===== src/rtl/instr_encoder_if.sv =====
// Stream bundle for the instruction encoder: the input field stream, the
// address-load side channel, the encoded output stream and the error counter.
interface instr_encoder_if #(
  parameter int ERR_CNT_W = 16
);
  logic                 in_valid;
  logic                 in_ready;
  logic [3:0]           in_class;
  logic [2:0]           in_funct3;
  logic                 in_alt;
  logic [4:0]           in_rd;
  logic [4:0]           in_rs1;
  logic [4:0]           in_rs2;
  logic [31:0]          in_imm;
  logic                 addr_load;
  logic [31:0]          base_addr;
  logic                 out_valid;
  logic                 out_ready;
  logic [31:0]          out_instr;
  logic [31:0]          out_addr;
  logic                 out_err;
  logic [ERR_CNT_W-1:0] err_count;

  // Encoder side
  modport slave (
    input  in_valid, in_class, in_funct3, in_alt, in_rd, in_rs1, in_rs2, in_imm,
           addr_load, base_addr, out_ready,
    output in_ready, out_valid, out_instr, out_addr, out_err, err_count
  );

  // Producer / consumer side
  modport master (
    output in_valid, in_class, in_funct3, in_alt, in_rd, in_rs1, in_rs2, in_imm,
           addr_load, base_addr, out_ready,
    input  in_ready, out_valid, out_instr, out_addr, out_err, err_count
  );
endinterface


===== src/rtl/instr_encoder.sv =====
// RV32I instruction word assembler: decoded fields in, 32-bit word out with a
// running word address, per-word legality checking and a saturating error count.
module instr_encoder #(
  parameter logic [31:0] RESET_ADDR = 32'h0000_0000,
  parameter int          ERR_CNT_W  = 16
) (
  input logic              clk,
  input logic              rst_n,
  instr_encoder_if.slave   bus
);

  typedef enum logic [3:0] {
    C_RTYPE  = 4'd0,
    C_ITYPE  = 4'd1,
    C_LOAD   = 4'd2,
    C_STORE  = 4'd3,
    C_BRANCH = 4'd4,
    C_JAL    = 4'd5,
    C_JALR   = 4'd6,
    C_LUI    = 4'd7,
    C_AUIPC  = 4'd8
  } cls_e;

  localparam logic [31:0] NOP      = 32'h0000_0013;
  localparam logic [6:0]  OP_R     = 7'b0110011;
  localparam logic [6:0]  OP_I     = 7'b0010011;
  localparam logic [6:0]  OP_LOAD  = 7'b0000011;
  localparam logic [6:0]  OP_STORE = 7'b0100011;
  localparam logic [6:0]  OP_BR    = 7'b1100011;
  localparam logic [6:0]  OP_JAL   = 7'b1101111;
  localparam logic [6:0]  OP_JALR  = 7'b1100111;
  localparam logic [6:0]  OP_LUI   = 7'b0110111;
  localparam logic [6:0]  OP_AUIPC = 7'b0010111;
  localparam logic [6:0]  F7_ALT   = 7'b0100000;

  logic [31:0]          r_instr;
  logic [31:0]          r_addr;
  logic                 r_valid;
  logic                 r_err;
  logic [31:0]          r_cnt;
  logic [ERR_CNT_W-1:0] r_err_cnt;

  logic        w_accept;
  logic [31:0] w_cur_addr;
  logic [31:0] w_raw;
  logic [31:0] w_instr;
  logic        w_err;
  logic        w_fit12;
  logic        w_fit13;
  logic        w_fit21;
  logic [31:0] w_imm;
  logic [2:0]  w_f3;
  logic [6:0]  w_f7;

  assign w_imm = bus.in_imm;
  assign w_f3  = bus.in_funct3;
  assign w_f7  = bus.in_alt ? F7_ALT : 7'b0000000;

  // Immediate must be the sign extension of the class's field width
  assign w_fit12 = (w_imm[31:11] == {21{w_imm[11]}});
  assign w_fit13 = (w_imm[31:12] == {20{w_imm[12]}});
  assign w_fit21 = (w_imm[31:20] == {12{w_imm[20]}});

  assign bus.in_ready = !r_valid || bus.out_ready;
  assign w_accept     = bus.in_valid && bus.in_ready;
  // A same-cycle load overrides the counter for the word being accepted
  assign w_cur_addr   = bus.addr_load ? bus.base_addr : r_cnt;

  // Field packing and legality check per instruction class
  always_comb begin
    w_raw = NOP;
    w_err = 1'b0;
    case (bus.in_class)
      C_RTYPE: begin
        w_raw = {w_f7, bus.in_rs2, bus.in_rs1, w_f3, bus.in_rd, OP_R};
        w_err = bus.in_alt && !(w_f3 == 3'b000 || w_f3 == 3'b101);
      end
      C_ITYPE: begin
        if (w_f3 == 3'b001 || w_f3 == 3'b101) begin
          // Shift-immediate: shamt in [24:20], funct7 carries SRAI's alt bit
          w_raw = {w_f7, w_imm[4:0], bus.in_rs1, w_f3, bus.in_rd, OP_I};
          w_err = !w_fit12 || (w_imm[11:5] != 7'd0) ||
                  (w_f3 == 3'b001 && bus.in_alt);
        end else begin
          w_raw = {w_imm[11:0], bus.in_rs1, w_f3, bus.in_rd, OP_I};
          w_err = !w_fit12 || bus.in_alt;
        end
      end
      C_LOAD: begin
        w_raw = {w_imm[11:0], bus.in_rs1, w_f3, bus.in_rd, OP_LOAD};
        w_err = !w_fit12 || (w_f3 == 3'b011) || (w_f3 == 3'b110) || (w_f3 == 3'b111);
      end
      C_STORE: begin
        w_raw = {w_imm[11:5], bus.in_rs2, bus.in_rs1, w_f3, w_imm[4:0], OP_STORE};
        w_err = !w_fit12 || w_f3[2] || (w_f3 == 3'b011);
      end
      C_BRANCH: begin
        w_raw = {w_imm[12], w_imm[10:5], bus.in_rs2, bus.in_rs1, w_f3,
                 w_imm[4:1], w_imm[11], OP_BR};
        w_err = !w_fit13 || w_imm[0] || (w_f3 == 3'b010) || (w_f3 == 3'b011);
      end
      C_JAL: begin
        w_raw = {w_imm[20], w_imm[10:1], w_imm[11], w_imm[19:12], bus.in_rd, OP_JAL};
        w_err = !w_fit21 || w_imm[0];
      end
      C_JALR: begin
        w_raw = {w_imm[11:0], bus.in_rs1, 3'b000, bus.in_rd, OP_JALR};
        w_err = !w_fit12;
      end
      C_LUI: begin
        w_raw = {w_imm[31:12], bus.in_rd, OP_LUI};
        w_err = (w_imm[11:0] != 12'd0);
      end
      C_AUIPC: begin
        w_raw = {w_imm[31:12], bus.in_rd, OP_AUIPC};
        w_err = (w_imm[11:0] != 12'd0);
      end
      default: begin
        w_raw = NOP;
        w_err = 1'b1;
      end
    endcase
  end

  assign w_instr = w_err ? NOP : w_raw;

  // Output register: load on accept, drain when consumed, hold under backpressure
  always_ff @(posedge clk or negedge rst_n) begin
    if (!rst_n) begin
      r_valid <= 1'b0;
      r_instr <= 32'd0;
      r_addr  <= 32'd0;
      r_err   <= 1'b0;
    end else if (w_accept) begin
      r_valid <= 1'b1;
      r_instr <= w_instr;
      r_addr  <= w_cur_addr;
      r_err   <= w_err;
    end else if (bus.out_ready) begin
      r_valid <= 1'b0;
    end
  end

  // Word address counter: each accepted word consumes one address
  always_ff @(posedge clk or negedge rst_n) begin
    if (!rst_n) begin
      r_cnt <= RESET_ADDR;
    end else if (w_accept) begin
      r_cnt <= w_cur_addr + 32'd4;
    end else if (bus.addr_load) begin
      r_cnt <= bus.base_addr;
    end
  end

  // Saturating count of accepted errored words
  always_ff @(posedge clk or negedge rst_n) begin
    if (!rst_n) begin
      r_err_cnt <= '0;
    end else if (w_accept && w_err && (r_err_cnt != {ERR_CNT_W{1'b1}})) begin
      r_err_cnt <= r_err_cnt + 1'b1;
    end
  end

  assign bus.out_valid = r_valid;
  assign bus.out_instr = r_instr;
  assign bus.out_addr  = r_addr;
  assign bus.out_err   = r_err;
  assign bus.err_count = r_err_cnt;

endmodule


===== src/flat_wrapper.sv =====
// flat-port wrapper written by rule: the top's interface ports become plain ports
module instr_encoder_flat 
#(
  parameter logic [31:0] RESET_ADDR = 32'h0000_0000,
  parameter int          ERR_CNT_W  = 16
)
  (clk, rst_n, bus_in_valid, bus_in_class, bus_in_funct3, bus_in_alt, bus_in_rd, bus_in_rs1, bus_in_rs2, bus_in_imm, bus_addr_load, bus_base_addr, bus_out_ready, bus_in_ready, bus_out_valid, bus_out_instr, bus_out_addr, bus_out_err, bus_err_count);
  instr_encoder_if #(.ERR_CNT_W(ERR_CNT_W)) bus_i ();
  input logic clk;
  input logic rst_n;
  input wire logic [$bits(bus_i.in_valid)-1:0] bus_in_valid;
  input wire logic [$bits(bus_i.in_class)-1:0] bus_in_class;
  input wire logic [$bits(bus_i.in_funct3)-1:0] bus_in_funct3;
  input wire logic [$bits(bus_i.in_alt)-1:0] bus_in_alt;
  input wire logic [$bits(bus_i.in_rd)-1:0] bus_in_rd;
  input wire logic [$bits(bus_i.in_rs1)-1:0] bus_in_rs1;
  input wire logic [$bits(bus_i.in_rs2)-1:0] bus_in_rs2;
  input wire logic [$bits(bus_i.in_imm)-1:0] bus_in_imm;
  input wire logic [$bits(bus_i.addr_load)-1:0] bus_addr_load;
  input wire logic [$bits(bus_i.base_addr)-1:0] bus_base_addr;
  input wire logic [$bits(bus_i.out_ready)-1:0] bus_out_ready;
  output wire logic [$bits(bus_i.in_ready)-1:0] bus_in_ready;
  output wire logic [$bits(bus_i.out_valid)-1:0] bus_out_valid;
  output wire logic [$bits(bus_i.out_instr)-1:0] bus_out_instr;
  output wire logic [$bits(bus_i.out_addr)-1:0] bus_out_addr;
  output wire logic [$bits(bus_i.out_err)-1:0] bus_out_err;
  output wire logic [$bits(bus_i.err_count)-1:0] bus_err_count;
  assign bus_i.in_valid = bus_in_valid;
  assign bus_i.in_class = bus_in_class;
  assign bus_i.in_funct3 = bus_in_funct3;
  assign bus_i.in_alt = bus_in_alt;
  assign bus_i.in_rd = bus_in_rd;
  assign bus_i.in_rs1 = bus_in_rs1;
  assign bus_i.in_rs2 = bus_in_rs2;
  assign bus_i.in_imm = bus_in_imm;
  assign bus_i.addr_load = bus_addr_load;
  assign bus_i.base_addr = bus_base_addr;
  assign bus_i.out_ready = bus_out_ready;
  assign bus_in_ready = bus_i.in_ready;
  assign bus_out_valid = bus_i.out_valid;
  assign bus_out_instr = bus_i.out_instr;
  assign bus_out_addr = bus_i.out_addr;
  assign bus_out_err = bus_i.out_err;
  assign bus_err_count = bus_i.err_count;
  instr_encoder #(.RESET_ADDR(RESET_ADDR), .ERR_CNT_W(ERR_CNT_W)) u_core (.clk(clk), .rst_n(rst_n), .bus(bus_i));
endmodule

===== config.mk =====
export PLATFORM = sky130hd
export DESIGN_NAME = instr_encoder_flat
export DESIGN_NICKNAME = d
export VERILOG_FILES = /design/src/rtl/instr_encoder_if.sv /design/src/rtl/instr_encoder.sv /design/src/flat_wrapper.sv
export SDC_FILE = /design/constraint.sdc
export NUM_CORES = 1
export LEC_CHECK = 0
export ABC_AREA = 1
export CORE_ASPECT_RATIO = 1.4
export CORE_UTILIZATION = 45
export DETAILED_ROUTE_END_ITERATION = 8
export MAX_ROUTING_LAYER = met4
export PLACE_DENSITY = 0.75
export SETUP_SLACK_MARGIN = 0.05
export SLEW_MARGIN = 10
export SYNTH_ARGS = -nofsm -noshare
export SYNTH_HDL_FRONTEND = slang
export SYNTH_SLANG_ARGS = --single-unit
export TNS_END_PERCENT = 50

===== constraint.sdc =====
create_clock -name clk -period 2.5 [get_ports clk]
set_input_delay 0.5 -clock clk [delete_from_list [all_inputs] [get_ports clk]]
set_output_delay 0.5 -clock clk [all_outputs]
set_load 0.01 [all_outputs]

== After elaboration in Yosys (flattened, before gate mapping) ==
Cells that the tools add are included.

* Register bits: 114
* Bits of input ports: 92
* Output and inout port bits: 83
* Logic and storage cells: 67

* Add/sub/neg operators: 2
* Equality and inequality tests: 18
* Muxes and demuxes: 10
* Reductions and logical operators: 31

{| class="wikitable"
|+ Operators with widths
! cell !! count
|-
| $pmux 32 s9 || 1
|-
| $mux 32 || 4
|-
| $add 32x3->32 const B || 1
|-
| $eq 20x20->1 || 1
|-
| $eq 19x19->1 || 1
|-
| $add 16x1->16 const B || 1
|-
| $eq 4x3->1 const B || 4
|-
| $ne 16x16->1 const B || 1
|-
| $logic_or 1x1->1 || 15
|-
| $reduce_bool 12->1 || 1
|-
| $eq 11x11->1 || 1
|-
| $eq 3x3->1 const B || 3
|-
| $eq 4x2->1 const B || 2
|-
| $pmux 1 s8 || 1
|-
| $reduce_bool 7->1 || 1
|-
| $eq 3x2->1 const B || 2
|-
| $mux 6 || 1
|-
| $logic_and 1x1->1 || 5
|-
| $logic_not 1->1 || 5
|-
| $eq 4x1->1 const B || 1
|-
| $eq 4x4->1 const B || 1
|-
| $logic_not 4->1 || 1
|-
| $eq 3x1->1 const B || 1
|-
| $logic_not 3->1 || 1
|-
| 3 further kinds || 5
|}

== Logic depth before layout (Yosys ltp) ==
Gate-level depths: netlist of run 1.

* Word-level depth: 8
* Gate-level depth with buffers: 16
* Depth with buffers taken out: 15

== Worst setup path after synthesis of run 1 ==
No wires, ideal clock.

* Path kind: input to register
* Start: input port bus_addr_load
* End: register u_core.r_cnt[30]
* Library setup time: 131 ps
* Arrival: 2,076 ps
* Data required time: 2,369 ps
* Slack: 293 ps
* Stages on the path: 16
* Buffers on the path: 2
* Path through: buf_6 buf_6 nand2_1 o21ai_1 inv_1 ha_1 nand2_1 nor2_2 nand2_1 nor2_2 nand2_1 nor2_2 nand2_1 nor2_1 nand2_1 xor2_1

* Cells in the longest elaborated chain, start to end: 3

{| class="wikitable"
|+ RTL lines
! what !! line !! RTL
|-
| start: declaration || flat_wrapper.sv:19 || <nowiki>input wire logic [$bits(bus_i.addr_load)-1:0] bus_addr_load;</nowiki>
|-
| $mux 32 || instr_encoder.sv:67 || <nowiki>assign w_cur_addr = bus.addr_load ? bus.base_addr : r_cnt;</nowiki>
|-
| via u_core.w_cur_addr[2] || instr_encoder.sv:44 || <nowiki>logic [31:0] w_cur_addr;</nowiki>
|-
| $add 32x3->32 || instr_encoder.sv:149 || <nowiki>r_cnt <= w_cur_addr + 32'd4;</nowiki>
|-
| $mux 32 || instr_encoder.sv:148 || <nowiki>end else if (w_accept) begin</nowiki>
|-
| end signal: assignment || instr_encoder.sv:149 ||
|-
| end signal: assignment || instr_encoder.sv:151 || <nowiki>r_cnt <= bus.base_addr;</nowiki>
|-
| end: declaration || instr_encoder.sv:40 || <nowiki>logic [31:0] r_cnt;</nowiki>
|}

The timed path passes the listed nets, and every way through them passes these cells.
A chain may end at the register's enable or synchronous reset.

== Final worst setup path of run 1 ==
* Start: input port bus_in_class[3]
* End: register u_core.r_err_cnt[15], in the netlist u_core.bus.err_count[15]

* Cells in the longest elaborated chain, start to end: 5
* Elaborated cells on any way between the ends: 13
* Those cells by class: 8 x eq/ne; 1 x mux; 4 x reduce/logical

{| class="wikitable"
|+ RTL lines
! what !! line !! RTL
|-
| start: declaration || flat_wrapper.sv:12 || <nowiki>input wire logic [$bits(bus_i.in_class)-1:0] bus_in_class;</nowiki>
|-
| $eq 4x3->1 / $eq 4x4->1 (equally long branches) || instr_encoder.sv:73 || <nowiki>case (bus.in_class)</nowiki>
|-
| $reduce_or 2->1 (no source line) || n/a ||
|-
| $pmux 1 s8 (*) || instr_encoder.sv:73 ||
|-
| $logic_and 1x1->1 (*) (2 in a row) || instr_encoder.sv:159 || <nowiki>end else if (w_accept && w_err && (r_err_cnt != {ERR_CNT_W{1'b1}})) begin</nowiki>
|-
| end signal: assignment || instr_encoder.sv:160 || <nowiki>r_err_cnt <= r_err_cnt + 1'b1;</nowiki>
|-
| end: declaration || instr_encoder.sv:41 || <nowiki>logic [ERR_CNT_W-1:0] r_err_cnt;</nowiki>
|}

Mark *: on every way between the ends. The rest lies on a longest branch, timed or not.

==> results of run 1 <==
## placed cells by master, fill, tap and decap left out, drive strengths merged, types with 6 or more instances in the layout
cell type and instances:
nand2 322, a21oi 6, nor3 20, clkinv 8, clkbuf 19, xor2 22
nor2 88, clkdlybuf4s50 172, o22ai 8, dfrtp 113, inv 116, buf 80
nand4 26, o21ai 71, nand3 40
## cell usage after synthesis (4+ instances only)
master / n
nand2_1: 317
dfrtp_1: 113
inv_1: 113
nor2_1: 77
o21ai_0: 52
nand3_1: 37
nand4_1: 25
xor2_1: 22
nor3_1: 17
clkbuf_1: 14
o21ai_1: 14
nor2_2: 8
o22ai_1: 8
buf_4: 7
a21oi_1: 6
mux2_2: 5
o211ai_1: 5
a22oi_1: 4
buf_2: 4
buf_6: 4
nor4_1: 4
o21ai_2: 4
xnor2_1: 4
## layout make-up
type / count / area [um2]
timing repair buffer: 252 / 2340
tap: 185 / 231
clock buffer: 19 / 443
sequential: 113 / 2830
multi-input combinational: 640 / 3090
inverter: 114 / 428
fill: 1193 / 4520
clock inverter: 13 / 154
## power groups by stage
stage	Sequential, mW	Clock [mW]	Combinational [mW]
floorplan	2.24	0	0.532
global placement	2.18	0	1.34
detailed placement	2.19	0	1.35
CTS	2.16	2.47	1.37
global route	2.18	2.56	1.49
finish	2.16	2.44	1.36
## how the worst min path moves through the flow
stage                            startpoint                       to  slack (ps)
floorplan                             rst_n  u_core.bus.err_count[0]         200
global placement    u_core.bus.out_addr[22]  u_core.bus.out_addr[22]         450
detailed placement  u_core.bus.out_addr[22]  u_core.bus.out_addr[22]         460
CTS                                   rst_n   u_core.bus.out_addr[3]          50
global route                          rst_n   u_core.bus.out_addr[3]          80
finish                                rst_n   u_core.bus.out_addr[3]          40
## registers in the layout, summed over array words and instances, names as in the netlist
name / cells
u_core.bus.out_instr: 31
u_core.bus.out_err: 1
u_core.r_cnt: 32
u_core.bus.err_count: 16
u_core.bus.out_addr: 32
u_core.bus.out_valid: 1
## stage by stage
stage | hold slack (ps) | setup slack, ps | instance area, um2 | std cells
after floorplan | 204 | 293 | 6530 | 900
after global placement | 455 | -233 | 8920 | 1304
after detailed placement | 459 | -267 | 8920 | 1304
after CTS | 47.5 | 163 | 9520 | 1336
after global routing | 77.4 | 84.9 | 9520 | 1336
final | 39.1 | 232 | 9520 | 1336
## logic make-up after synthesis
kind of cell	after synthesis
AO/OA/AOI/OAI	101
XOR/XNOR	26
adder cells (fa/ha/maj)	2
buffers and inverters	147
flip-flops	113
multiplexers	7
AND/OR/NAND/NOR	504
## what timing repair did
action | CTS | global route
resized for setup | 0 | 2
setup buffers | 0 | 0
endpoints found under the setup margin | 0 | 14
## routing by layer
metal	vias to the layer above	GRT usage [%]	share of wire, %
met5	-	-	0
met4	0	11.1	2.6
met3	38	4.19	4.1
met2	207	47.4	52
met1	3061	31.2	41
li1	3330	-	-
==> metrics, run 1 <==
status=completed; RSZ-0062 raised after global routing=no; Final Util=67.8%; Final TNS setup=0 ps; Worst path depth=12; Row Count=51; area share of the largest cell type after synthesis=43.3%; CP max stage cell=clkdlybuf4s50_1; Max Cap Violations=0; Reg-to-Reg Start=u_core.bus.err_count[0]; critical path required time=2800 ps; PortBufs=174; TritonCTS Buffers=17; EDFF count, synth=0; slew margin rel.=59.1%; GPL Wtd Cong=0.932; Crit path max-delay family=buffers and inverters; drt wl/cell=14.4 um; leakage power=4.64 nW; R2R depth=9; Yosys cell types=44; Routed WL=19200 um; Comb pwr share=22.8%; Root Driver=clkbuf_16; clock network power share=40.9%; syn_nets=994; ANT cells=0; final antenna-violating net count=0; Initial DRT Pass Iterations=5; gr usage total=27.1%; overall power=5.96 mW; PD cells=626 nW/um2; reg2reg setup slack=300 ps; cell count after synthesis=900; GRT overflow=0; share of flip-flops with an asynchronous set or reset=100%; Sw Share=29.2%; Post-Syn Area=6530 um2; VDD IR max=0.000343 V; worst path bufs/invs=3; max-slew violation count=0; post-route minimum period=2270 ps; # IOs=175; vias in the first global route=6364; Sequential Power Share=36.3%; most frequent CP cell=nand2_1; remaining routing DRC violations=0; Post-Synth Adder-Cell Area=0.383%; Via-to-Cell Ratio=4.97; clock-pin slew on the worst setup and hold paths=60 ps; Starting Density=46.5%; skew final=8.50 ps; Compound-Gate Fraction of Synth Area=8.92%; first-pass GRT wire length=31100 um; Cell Chain, Critical Path=clkdlybuf4s50_1 -> nor2_1 -> buf_4 -> nand2_1 -> a21oi_1 -> a21boi_1 -> nor2_2 -> nand2_4 -> buf_4 -> nand3_1 -> nand2_1 -> nand2_1; Setup crit start=bus_in_class[3]; fmax=441 MHz; Worst Setup EP=u_core.bus.err_count[15]; hold_buf cts=0; CP Capture Type=register; internal power=4.22 mW; Hold Crit Class=in -> async; CP Class=in -> reg; final hold violation count=0; fin nets=1232; actual slew at the worst max-slew pin=607 ps; full die area=15000 um2; Synth Area in Simple Gates=33.2%; Seq cells post-synth=113; Die H=145 um; CTS tree=done; clock sinks=113; synth warn=0; Mean Syn Cell Area=7.26 um2; 1st-iter DRT viols=380; largest family of logic cells by synthesized area=simple AND/OR/NAND/NOR gates; CP max stage delay=450 ps; clock latency on the worst-skew pair=410 ps; share of layout cells above drive strength 1=13.0%; mux contribution to synthesized area=1.17%; clk buf depth=2; arrival time of the worst setup path=2570 ps; setup violators final=0; antenna violations before repair=0; CP Max Fanout=24; RR Endpoint=u_core.bus.err_count[12]; Most used DFF post-synth=dfrtp_1; area leader, netlist=dfrtp_1; register area share after synthesis=43.3%; pin count of the biggest net entering global routing=56; core area=14000 um2; die width=104 um; Tcrit/Tclk final=90.7%; top cells by area, synth=dfrtp_1, nand2_1, inv_1; vias post-DR=6636; detailed-placement wirelength estimate=14500 um; synthesis-to-layout area growth=45.7%; area share of xor/xnor cells in the synthesized design=3.49%; Worst setup SP type=primary input; Switch Pwr=1.74 mW; H-tree depth=4
Power figures use the tool's default switching activity.
==> run 2: changes to the inputs <==
--- a/config.mk
+++ b/config.mk
@@ -8,7 +8,9 @@
 export ABC_AREA = 1
 export CORE_ASPECT_RATIO = 1.4
 export CORE_UTILIZATION = 45
+export CTS_CLUSTER_SIZE = 20
 export DETAILED_ROUTE_END_ITERATION = 8
+export GPL_ROUTABILITY_DRIVEN = 0
 export MAX_ROUTING_LAYER = met4
 export PLACE_DENSITY = 0.75
 export SETUP_SLACK_MARGIN = 0.05
==> metrics, run 2 (same netlist as run 1, synthesis figures left out) <==
first-pass GRT wire length=30200 um; fmax=431 MHz; reg2reg setup slack=330 ps; Die H=145 um; critical path required time=2800 ps; GRT overflow=0; pin count of the biggest net entering global routing=59; clock-pin slew on the worst setup and hold paths=60 ps; Cell Chain, Critical Path=clkdlybuf4s50_1 -> inv_1 -> nand2_2 -> inv_1 -> nand2_1 -> a21oi_1 -> a21boi_1 -> nor2_2 -> nand2_4 -> buf_4 -> nand3_1 -> nand2_1 -> nand2_1; Via-to-Cell Ratio=4.96; internal power=4.39 mW; Switch Pwr=1.69 mW; CP Capture Type=register; Final Util=67.7%; worst path bufs/invs=4; final non-filler cell total=1327; Hold Crit Class=in -> async; remaining routing DRC violations=0; status=completed; ANT cells=0; Worst setup SP type=primary input; vias in the first global route=6455; commonest non-fill, non-tap cell in the layout=nand2_1; CP max stage delay=450 ps; share of layout cells above drive strength 1=12.3%; PortBufs=174; TritonCTS Buffers=17; clock latency on the worst-skew pair=410 ps; RSZ-0062 raised after global routing=no; vias post-DR=6578; Initial DRT Pass Iterations=5; setup violators final=0; most frequent CP cell=nand2_1; die width=104 um; final antenna-violating net count=0; slew margin rel.=56.0%; arrival time of the worst setup path=2620 ps; Routed WL=18600 um; PD cells=640 nW/um2; dpl ws=-272 ps; actual slew at the worst max-slew pin=654 ps; Tcrit/Tclk final=92.8%; CTS tree=done; leakage power=4.62 nW; skew final=5.75 ps; drt wl/cell=14.0 um; Crit path max-delay family=buffers and inverters; Max Cap Violations=0; core area=14000 um2; Sw Share=27.7%; clock network power share=42.4%; fin nets=1223; antenna violations before repair=0; clock sinks=113; Starting Density=46.5%; post-route minimum period=2320 ps; synthesis-to-layout area growth=45.5%; detailed-placement wirelength estimate=14000 um; final hold slack=453 ps; full die area=15000 um2; Root Driver=clkbuf_16; CP max stage cell=clkdlybuf4s50_1; min setup slack post-route=181 ps; # placed instances=1294; # IOs=175; 1st-iter DRT viols=357; CP Class=in -> reg; VDD IR max=0.000406 V; H-tree depth=4; max-slew violation count=0; clk buf depth=2; CP Max Fanout=23; Sequential Power Share=35.6%; final hold violation count=0; gr usage total=26.4%; Row Count=51; Comb pwr share=22.1%; commonest cells after routing, fill and taps aside=nand2_1, clkdlybuf4s50_1, dfrtp_1
## run 2: cell count changes in the layout (fill, tap and decap cells not counted), sizes merged
cell         delta
inv             -1
clkinv          -3
bufinv          +2
buf            -10
clkinvlp        +2
dlygate4sd3     +1
## run 2: per-layer routing
layer  vias up  routed length, um  global-route usage, %
li1       3307                  -                      -
met1      3007               7440                   29.2
met2       218               9750                   47.0
met3        46                811                   4.01
met4         0                592                   12.4
met5         -                  0                      -
## run 2: power groups by stage
| stage | Sequential, mW | Clock, mW | Combinational [mW] |
|---|---|---|---|
| finish | 2.16 | 2.58 | 1.34 |
| global placement | 2.19 | 0 | 1.32 |
| global route | 2.19 | 2.71 | 1.48 |
| detailed placement | 2.19 | 0 | 1.34 |
| floorplan | 2.24 | 0 | 0.532 |
| CTS | 2.16 | 2.61 | 1.35 |
## run 2: path summary, 6_finish.rpt
check,start,end,cells after the start
min,rst_n,u_core.bus.out_instr[15],2
max reg2reg,u_core.bus.err_count[0],u_core.bus.err_count[6],10
max in group asynchronous,rst_n,u_core.r_cnt[25],3
min in group clk,u_core.bus.out_addr[23],u_core.bus.out_addr[23],2
min reg2reg,u_core.bus.out_addr[23],u_core.bus.out_addr[23],2
max,bus_in_class[3],u_core.bus.err_count[9],13
## run 2: cell type report
| type | instances | area (um2) |
|---|---|---|
| clock buffer | 19 | 443 |
| clock inverter | 13 | 184 |
| fill | 1193 | 4530 |
| inverter | 114 | 428 |
| multi-input combinational | 640 | 3100 |
| sequential | 113 | 2830 |
| tap | 185 | 231 |
| timing repair buffer | 243 | 2290 |
## run 2: repair_timing
item,in CTS,in global routing
hold buffers,1,0
endpoints found under the setup margin,0,12
resized for setup,0,4
buffers inserted,0,0
hold endpoints to repair,4,0
## run 2: metrics by stage
step | instance area, um2 | TNS (ps) | power, mW
2_1_floorplan | 6530 | 0 | 2.78
3_3_place_gp | 8860 | -6640 | 3.51
3_5_place_dp | 8860 | -7890 | 3.53
4_1_cts | 9500 | 0 | 6.13
5_1_grt | 9510 | 0 | 6.37
6_report | 9510 | 0 | 6.08
## run 2: worst reg2reg max path, stage by stage, from the launching register on
cell and delay, ps:
dfrtp_1 440, ha_1 220, nand3_1 120, nor3_1 300, nand2_1 150, nor2_1 210, nand2_2 190, inv_1 190
nor2_1 90, nand4_1 100, nand2_1 60
